===== src/rtl/vedic_mult_pipe.sv =====
// Four-stage Urdhva-Tiryagbhyam multiplier with valid/ready flow control.
// Optional dot-product accumulator enabled by VEDIC_MULT_PIPE_ACC_EN.
module vedic_mult_pipe #(
  parameter int WIDTH     = 16,
  parameter int ACC_GUARD = 8
) (
  input  logic                          clk,
  input  logic                          reset,
  input  logic                          in_valid,
  output logic                          in_ready,
  input  logic [WIDTH-1:0]              a,
  input  logic [WIDTH-1:0]              b,
  input  logic                          signed_mode,
  input  logic                          acc_last,
  output logic                          out_valid,
  input  logic                          out_ready,
  output logic [2*WIDTH-1:0]            result,
  output logic                          acc_valid,
  output logic [2*WIDTH+ACC_GUARD-1:0]  acc_out
);

  localparam int H  = WIDTH / 2;
  localparam int PW = 2 * WIDTH;
  localparam int AW = 2 * WIDTH + ACC_GUARD;

  logic             w_advance;
  logic             w_neg_a, w_neg_b;
  logic [WIDTH-1:0] w_mag_a, w_mag_b;
  logic [WIDTH-1:0] w_pp_hh, w_pp_lh, w_pp_hl, w_pp_ll;
  logic [WIDTH:0]   w_cross;
  logic [WIDTH:0]   w_mid;
  logic [WIDTH-1:0] w_hi;
  logic [PW-1:0]    w_full;
  logic [PW-1:0]    w_prod;

  logic             r_v1, r_sign1, r_sm1, r_last1;
  logic [WIDTH-1:0] r_hh1, r_lh1, r_hl1, r_ll1;
  logic             r_v2, r_sign2, r_sm2, r_last2;
  logic [WIDTH-1:0] r_hh2, r_ll2;
  logic [WIDTH:0]   r_cross2;
  logic             r_v3, r_sign3, r_sm3, r_last3;
  logic [WIDTH-1:0] r_hh3;
  logic [WIDTH:0]   r_mid3;
  logic [H-1:0]     r_lo3;
  logic             r_v4, r_sm4, r_last4;
  logic [PW-1:0]    r_result;

  assign w_advance = !r_v4 || out_ready;
  assign in_ready  = w_advance;
  assign out_valid = r_v4;
  assign result    = r_result;

  // Magnitude of -2^(WIDTH-1) is 2^(WIDTH-1), which still fits unsigned.
  assign w_neg_a = signed_mode & a[WIDTH-1];
  assign w_neg_b = signed_mode & b[WIDTH-1];
  assign w_mag_a = w_neg_a ? -a : a;
  assign w_mag_b = w_neg_b ? -b : b;

  assign w_pp_hh = {{H{1'b0}}, w_mag_a[WIDTH-1:H]} * {{H{1'b0}}, w_mag_b[WIDTH-1:H]};
  assign w_pp_lh = {{H{1'b0}}, w_mag_a[H-1:0]}     * {{H{1'b0}}, w_mag_b[WIDTH-1:H]};
  assign w_pp_hl = {{H{1'b0}}, w_mag_a[WIDTH-1:H]} * {{H{1'b0}}, w_mag_b[H-1:0]};
  assign w_pp_ll = {{H{1'b0}}, w_mag_a[H-1:0]}     * {{H{1'b0}}, w_mag_b[H-1:0]};

  assign w_cross = {1'b0, r_lh1} + {1'b0, r_hl1};
  assign w_mid   = r_cross2 + {{(H+1){1'b0}}, r_ll2[WIDTH-1:H]};
  assign w_hi    = r_hh3 + {{(H-1){1'b0}}, r_mid3[WIDTH:H]};
  assign w_full  = {w_hi, r_mid3[H-1:0], r_lo3};
  assign w_prod  = r_sign3 ? -w_full : w_full;

  always_ff @(posedge clk) begin
    if (!reset) begin
      r_v1     <= 1'b0;
      r_sign1  <= 1'b0;
      r_sm1    <= 1'b0;
      r_last1  <= 1'b0;
      r_hh1    <= '0;
      r_lh1    <= '0;
      r_hl1    <= '0;
      r_ll1    <= '0;
      r_v2     <= 1'b0;
      r_sign2  <= 1'b0;
      r_sm2    <= 1'b0;
      r_last2  <= 1'b0;
      r_hh2    <= '0;
      r_ll2    <= '0;
      r_cross2 <= '0;
      r_v3     <= 1'b0;
      r_sign3  <= 1'b0;
      r_sm3    <= 1'b0;
      r_last3  <= 1'b0;
      r_hh3    <= '0;
      r_mid3   <= '0;
      r_lo3    <= '0;
      r_v4     <= 1'b0;
      r_sm4    <= 1'b0;
      r_last4  <= 1'b0;
      r_result <= '0;
    end else if (w_advance) begin
      r_v1     <= in_valid;
      r_sign1  <= w_neg_a ^ w_neg_b;
      r_sm1    <= signed_mode;
      r_last1  <= acc_last;
      r_hh1    <= w_pp_hh;
      r_lh1    <= w_pp_lh;
      r_hl1    <= w_pp_hl;
      r_ll1    <= w_pp_ll;

      r_v2     <= r_v1;
      r_sign2  <= r_sign1;
      r_sm2    <= r_sm1;
      r_last2  <= r_last1;
      r_hh2    <= r_hh1;
      r_ll2    <= r_ll1;
      r_cross2 <= w_cross;

      r_v3     <= r_v2;
      r_sign3  <= r_sign2;
      r_sm3    <= r_sm2;
      r_last3  <= r_last2;
      r_hh3    <= r_hh2;
      r_mid3   <= w_mid;
      r_lo3    <= r_ll2[H-1:0];

      r_v4     <= r_v3;
      r_sm4    <= r_sm3;
      r_last4  <= r_last3;
      r_result <= w_prod;
    end
  end

`ifdef VEDIC_MULT_PIPE_ACC_EN
  logic          w_consume;
  logic [AW-1:0] w_ext;
  logic [AW-1:0] w_sum;
  logic [AW-1:0] r_acc;
  logic [AW-1:0] r_acc_out;
  logic          r_acc_valid;

  assign w_consume = r_v4 && out_ready;
  assign w_ext     = r_sm4 ? {{ACC_GUARD{r_result[PW-1]}}, r_result}
                           : {{ACC_GUARD{1'b0}}, r_result};
  assign w_sum     = r_acc + w_ext;

  always_ff @(posedge clk) begin
    if (!reset) begin
      r_acc       <= '0;
      r_acc_out   <= '0;
      r_acc_valid <= 1'b0;
    end else begin
      r_acc_valid <= 1'b0;
      if (w_consume) begin
        if (r_last4) begin
          r_acc_out   <= w_sum;
          r_acc_valid <= 1'b1;
          r_acc       <= '0;
        end else begin
          r_acc <= w_sum;
        end
      end
    end
  end

  assign acc_valid = r_acc_valid;
  assign acc_out   = r_acc_out;
`else
  // Tags still ride the pipeline in this build; the outputs stay pinned at zero.
  assign acc_valid = 1'b0 & (r_last4 | r_sm4);
  assign acc_out   = {AW{1'b0}};
`endif

endmodule


===== config.mk =====
export PLATFORM = sky130hd
export DESIGN_NAME = vedic_mult_pipe
export DESIGN_NICKNAME = d
export VERILOG_FILES = /design/src/rtl/vedic_mult_pipe.sv
export SDC_FILE = /design/constraint.sdc
export NUM_CORES = 1
export LEC_CHECK = 0
export BUFFER_PORTS_ARGS = -buffer_cell sky130_fd_sc_hd__buf_2
export CAP_MARGIN = 10
export CORE_ASPECT_RATIO = 1.1
export CORE_MARGIN = 2
export CORE_UTILIZATION = 41
export DETAILED_ROUTE_END_ITERATION = 12
export PLACE_DENSITY = 0.65
export RECOVER_POWER = 50
export SKIP_CTS_REPAIR_TIMING = 1
export SKIP_LAST_GASP = 1
export SLEW_MARGIN = 40
export SYNTH_ARGS = -nofsm -noshare
export SYNTH_HDL_FRONTEND = slang
export SYNTH_SLANG_ARGS = --single-unit

===== constraint.sdc =====
create_clock -name clk -period 14.3 [get_ports clk]
set_input_delay 3.575 -clock clk [delete_from_list [all_inputs] [get_ports clk]]
set_output_delay 3.575 -clock clk [all_outputs]
set_load 0.01 [all_outputs]

==> run_results.csv <==
group,metric,value,unit
outcome,status,"finished with violations",
outcome,violations,"max-capacitance violations, max-slew violations",
logic_synthesis,yosysWarnings,0,
sta,rsz0062_at_grt,"no",
placed_design,port_buffers,70,
detailed_routing,top_layer,"met4",
finish,nets,2665,
clock_network,insertion_delay,0.43,ns
sta,max_slew_margin,-173,%
pwr,power,3.36,mW
placed_design,routabilityCongestion,0.853,
floorplan,initial_core_util,41.5,%
pwr,power_density,172,nW/um2
clock_network,htree_levels,4,
global_route,grt_max_degree,97,
detailed_routing,drc,0,
finish,area_delta_synth_final,8.49,%
pwr,max-vdd-ir-drop,0.0951,mV
logic_synthesis,ys_ff_latch,193,
finish,drive_above_1_share,6.05,%
run,maxCapViolations,3,
worst_setup_path,max_stage_delay,2.87,ns
logic_synthesis,yosys_most_used_dff,"dfxtp_1",
detailed_routing,route.vias.total,14800,
logic_synthesis,synthesis.area,18000,um2
worst_setup_path,critPathBufInv,4,
global_route,overflow,0,
finish,fillerInstances,4313,
worst_setup_path,path_class,"in2out",
floorplan,dieArea,45500,um2
worst_setup_path,worstPathArrival,7.77,ns
finish,mostFrequentLayoutCells,"nand2_1, nor2_1, inv_1",
logic_synthesis,synth_top_area_cell,"dfxtp_1",
global_route,grt_pass1_vias,14300,
clock_network,clk_root_buffer_cell,"clkbuf_16",
detailed_routing,viasPerCell,5.13,
worst_setup_path,cp-start-kind,"primary input",
clock_network,cts.sinks,193,
logic_synthesis,postSynthCellCount,2285,
worst_setup_path,crit_required,10.72,ns
worst_setup_path,worstPathCellList,"clkbuf_1, nor2b_4, clkbuf_1, inv_6, buf_2",
logic_synthesis,synth-async-reset-ratio,0,%
sta,tightest_slew,4.10,ns
detailed_routing,drt_pass1_iterations,5,
detailed_routing,met2WireLength,18800,um
placed_design,place_area,18900,um2
worst_setup_path,critPathCaptureType,"primary output",
logic_synthesis,synth.distinct_cells,72,
finish,mostFrequentLayoutCell,"nand2_1",
detailed_routing,met3_length,1780,um
detailed_routing,drt-met1-wl,20300,um
worst_setup_path,crit_family,"buffers and inverters",
detailed_routing,dr.first_iter.drc_count,920,
global_route,grt_first_pass_wirelength,70300,um
floorplan,core,43300,um2
floorplan,die_x,204,um
pwr,p_leak,9.01,nW
worst_setup_path,path_common_cell,"clkbuf_1",
logic_synthesis,synth_edf_count,0,
finish,diodes,0,
placed_design,dpl.hpwl,31300,um
sta,clock.fmax,88.2,MHz
logic_synthesis,ys_seq_area_share,21.5,%
sta,hold_violations,0,
worst_setup_path,worst_path_max_delay_cell,"clkbuf_1",
logic_synthesis,synth_top_cell_area_share,21.5,%
sta,slew_viol_final,264,
worst_setup_path,cp_max_fo,90,
sta,finalSetupViolCount,0,
sta,fin_skew,0.00582,ns
sta,min_period,11.34,ns
detailed_routing,ant_nets,0,
clock_network,clk_path_buf_depth,2,
clock_network,cts_buffers,17,
logic_synthesis,syn_area_per_cell,7.87,um2
finish,largest_reg_flops,32,
global_route,antenna_found_initial,0,
min_path,hold_class,"reg2reg",
global_route,grtUsageTotal,18.6,%
floorplan,num_rows,80,
floorplan,die_y,224,um
clock_network,cts_tree,"done",
detailed_routing,post_drt_wl_per_cell,14.5,um
clock_network,cts.clk_slew.worst_paths,0.07,ns
floorplan,pin_count,113,
logic_synthesis,ys_top_cells_by_area,"dfxtp_1, fa_1, ha_1",
finish,finalInstanceArea,19500,um2
sta,setup_tns,0,ns
detailed_routing,drt-total-wl,41800,um
sta,min_period_over_period,79.3,%
==> worst reg2reg max path: stages (launching register included) <==
cell and delay, ns:
dfxtp_1 0.33, nor2b_4 0.12, clkbuf_1 2.87, clkbuf_1 3.00, or3_1 0.50, a21oi_1 0.08
==> through the flow <==
step / cells / worst slack, ns / utilization (%) / hold slack, ns
floorplan: 2325 / 5.08 / - / 0.432
global placement: 2854 / 4.45 / 43.3 / 0.438
detailed placement: 2854 / 4.43 / 43.6 / 0.445
CTS: 2886 / 4.86 / 45.0 / 0.454
global route: 2887 / 2.44 / 45.0 / 0.468
finish: 2887 / 2.96 / 45.0 / 0.451
==> metal layers <==
layer,global-route usage (%),vias to the layer above
li1,-,7410
met1,26.0,7007
met2,30.2,341
met3,2.05,43
met4,5.86,0
met5,0,-
==> cell usage after synthesis (16+ instances only) <==
library cell / count
nand2_1: 312
nor2_1: 279
inv_1: 262
dfxtp_1: 193
ha_1: 180
a21oi_1: 174
fa_1: 147
clkbuf_1: 92
o21ai_0: 82
xnor2_1: 68
nand3_1: 57
xor2_1: 51
buf_4: 41
nor3_1: 40
nand2b_1: 35
a211oi_1: 31
or3_1: 27
or2_2: 16
==> power breakdown <==
| group | switching (mW) | internal, mW |
|---|---|---|
| sequential | 0.0834 | 0.669 |
| combinational | 1.22 | 0.897 |
| clock | 0.208 | 0.281 |
| total | 1.51 | 1.85 |
==> cell type report <==
class | count | area [um2] | share of cell area, %
multi-input cells | 1730 | 12800 | 65.8
flip-flops and latches | 193 | 3860 | 19.8
inverters | 264 | 998 | 5.12
well taps | 574 | 718 | 3.68
repair buffers | 94 | 489 | 2.51
clock buffers | 20 | 447 | 2.29
clock inverters | 12 | 156 | 0.802
==> final timing paths <==
path | startpoint | end | slack [ns] | depth (start not counted)
worst max-delay path | out_ready | in_ready | 2.96 | 5
worst min register to register | result[25] | result[25] | 0.45 | 2
worst max register to register | out_valid | r_ll1[7] | 7.26 | 5
worst min-delay path | result[25] | result[25] | 0.45 | 2
==> logic make-up (layout without fill, tap and decap cells) <==
kind of cell | after synthesis | in the layout | synth area share, %
AND/OR/NAND/NOR | 833 | 833 | 20.5
buffers and inverters | 402 | 390 | 9.25
XOR/XNOR | 119 | 119 | 5.80
flip-flops | 193 | 193 | 21.5
other | 1 | 41 | 0.0209
multiplexers | 7 | 7 | 0.397
adder cells (fa/ha/maj) | 327 | 327 | 28.9
AO/OA/AOI/OAI | 403 | 403 | 13.6
Note: power is estimated with default switching activity, not from simulation.
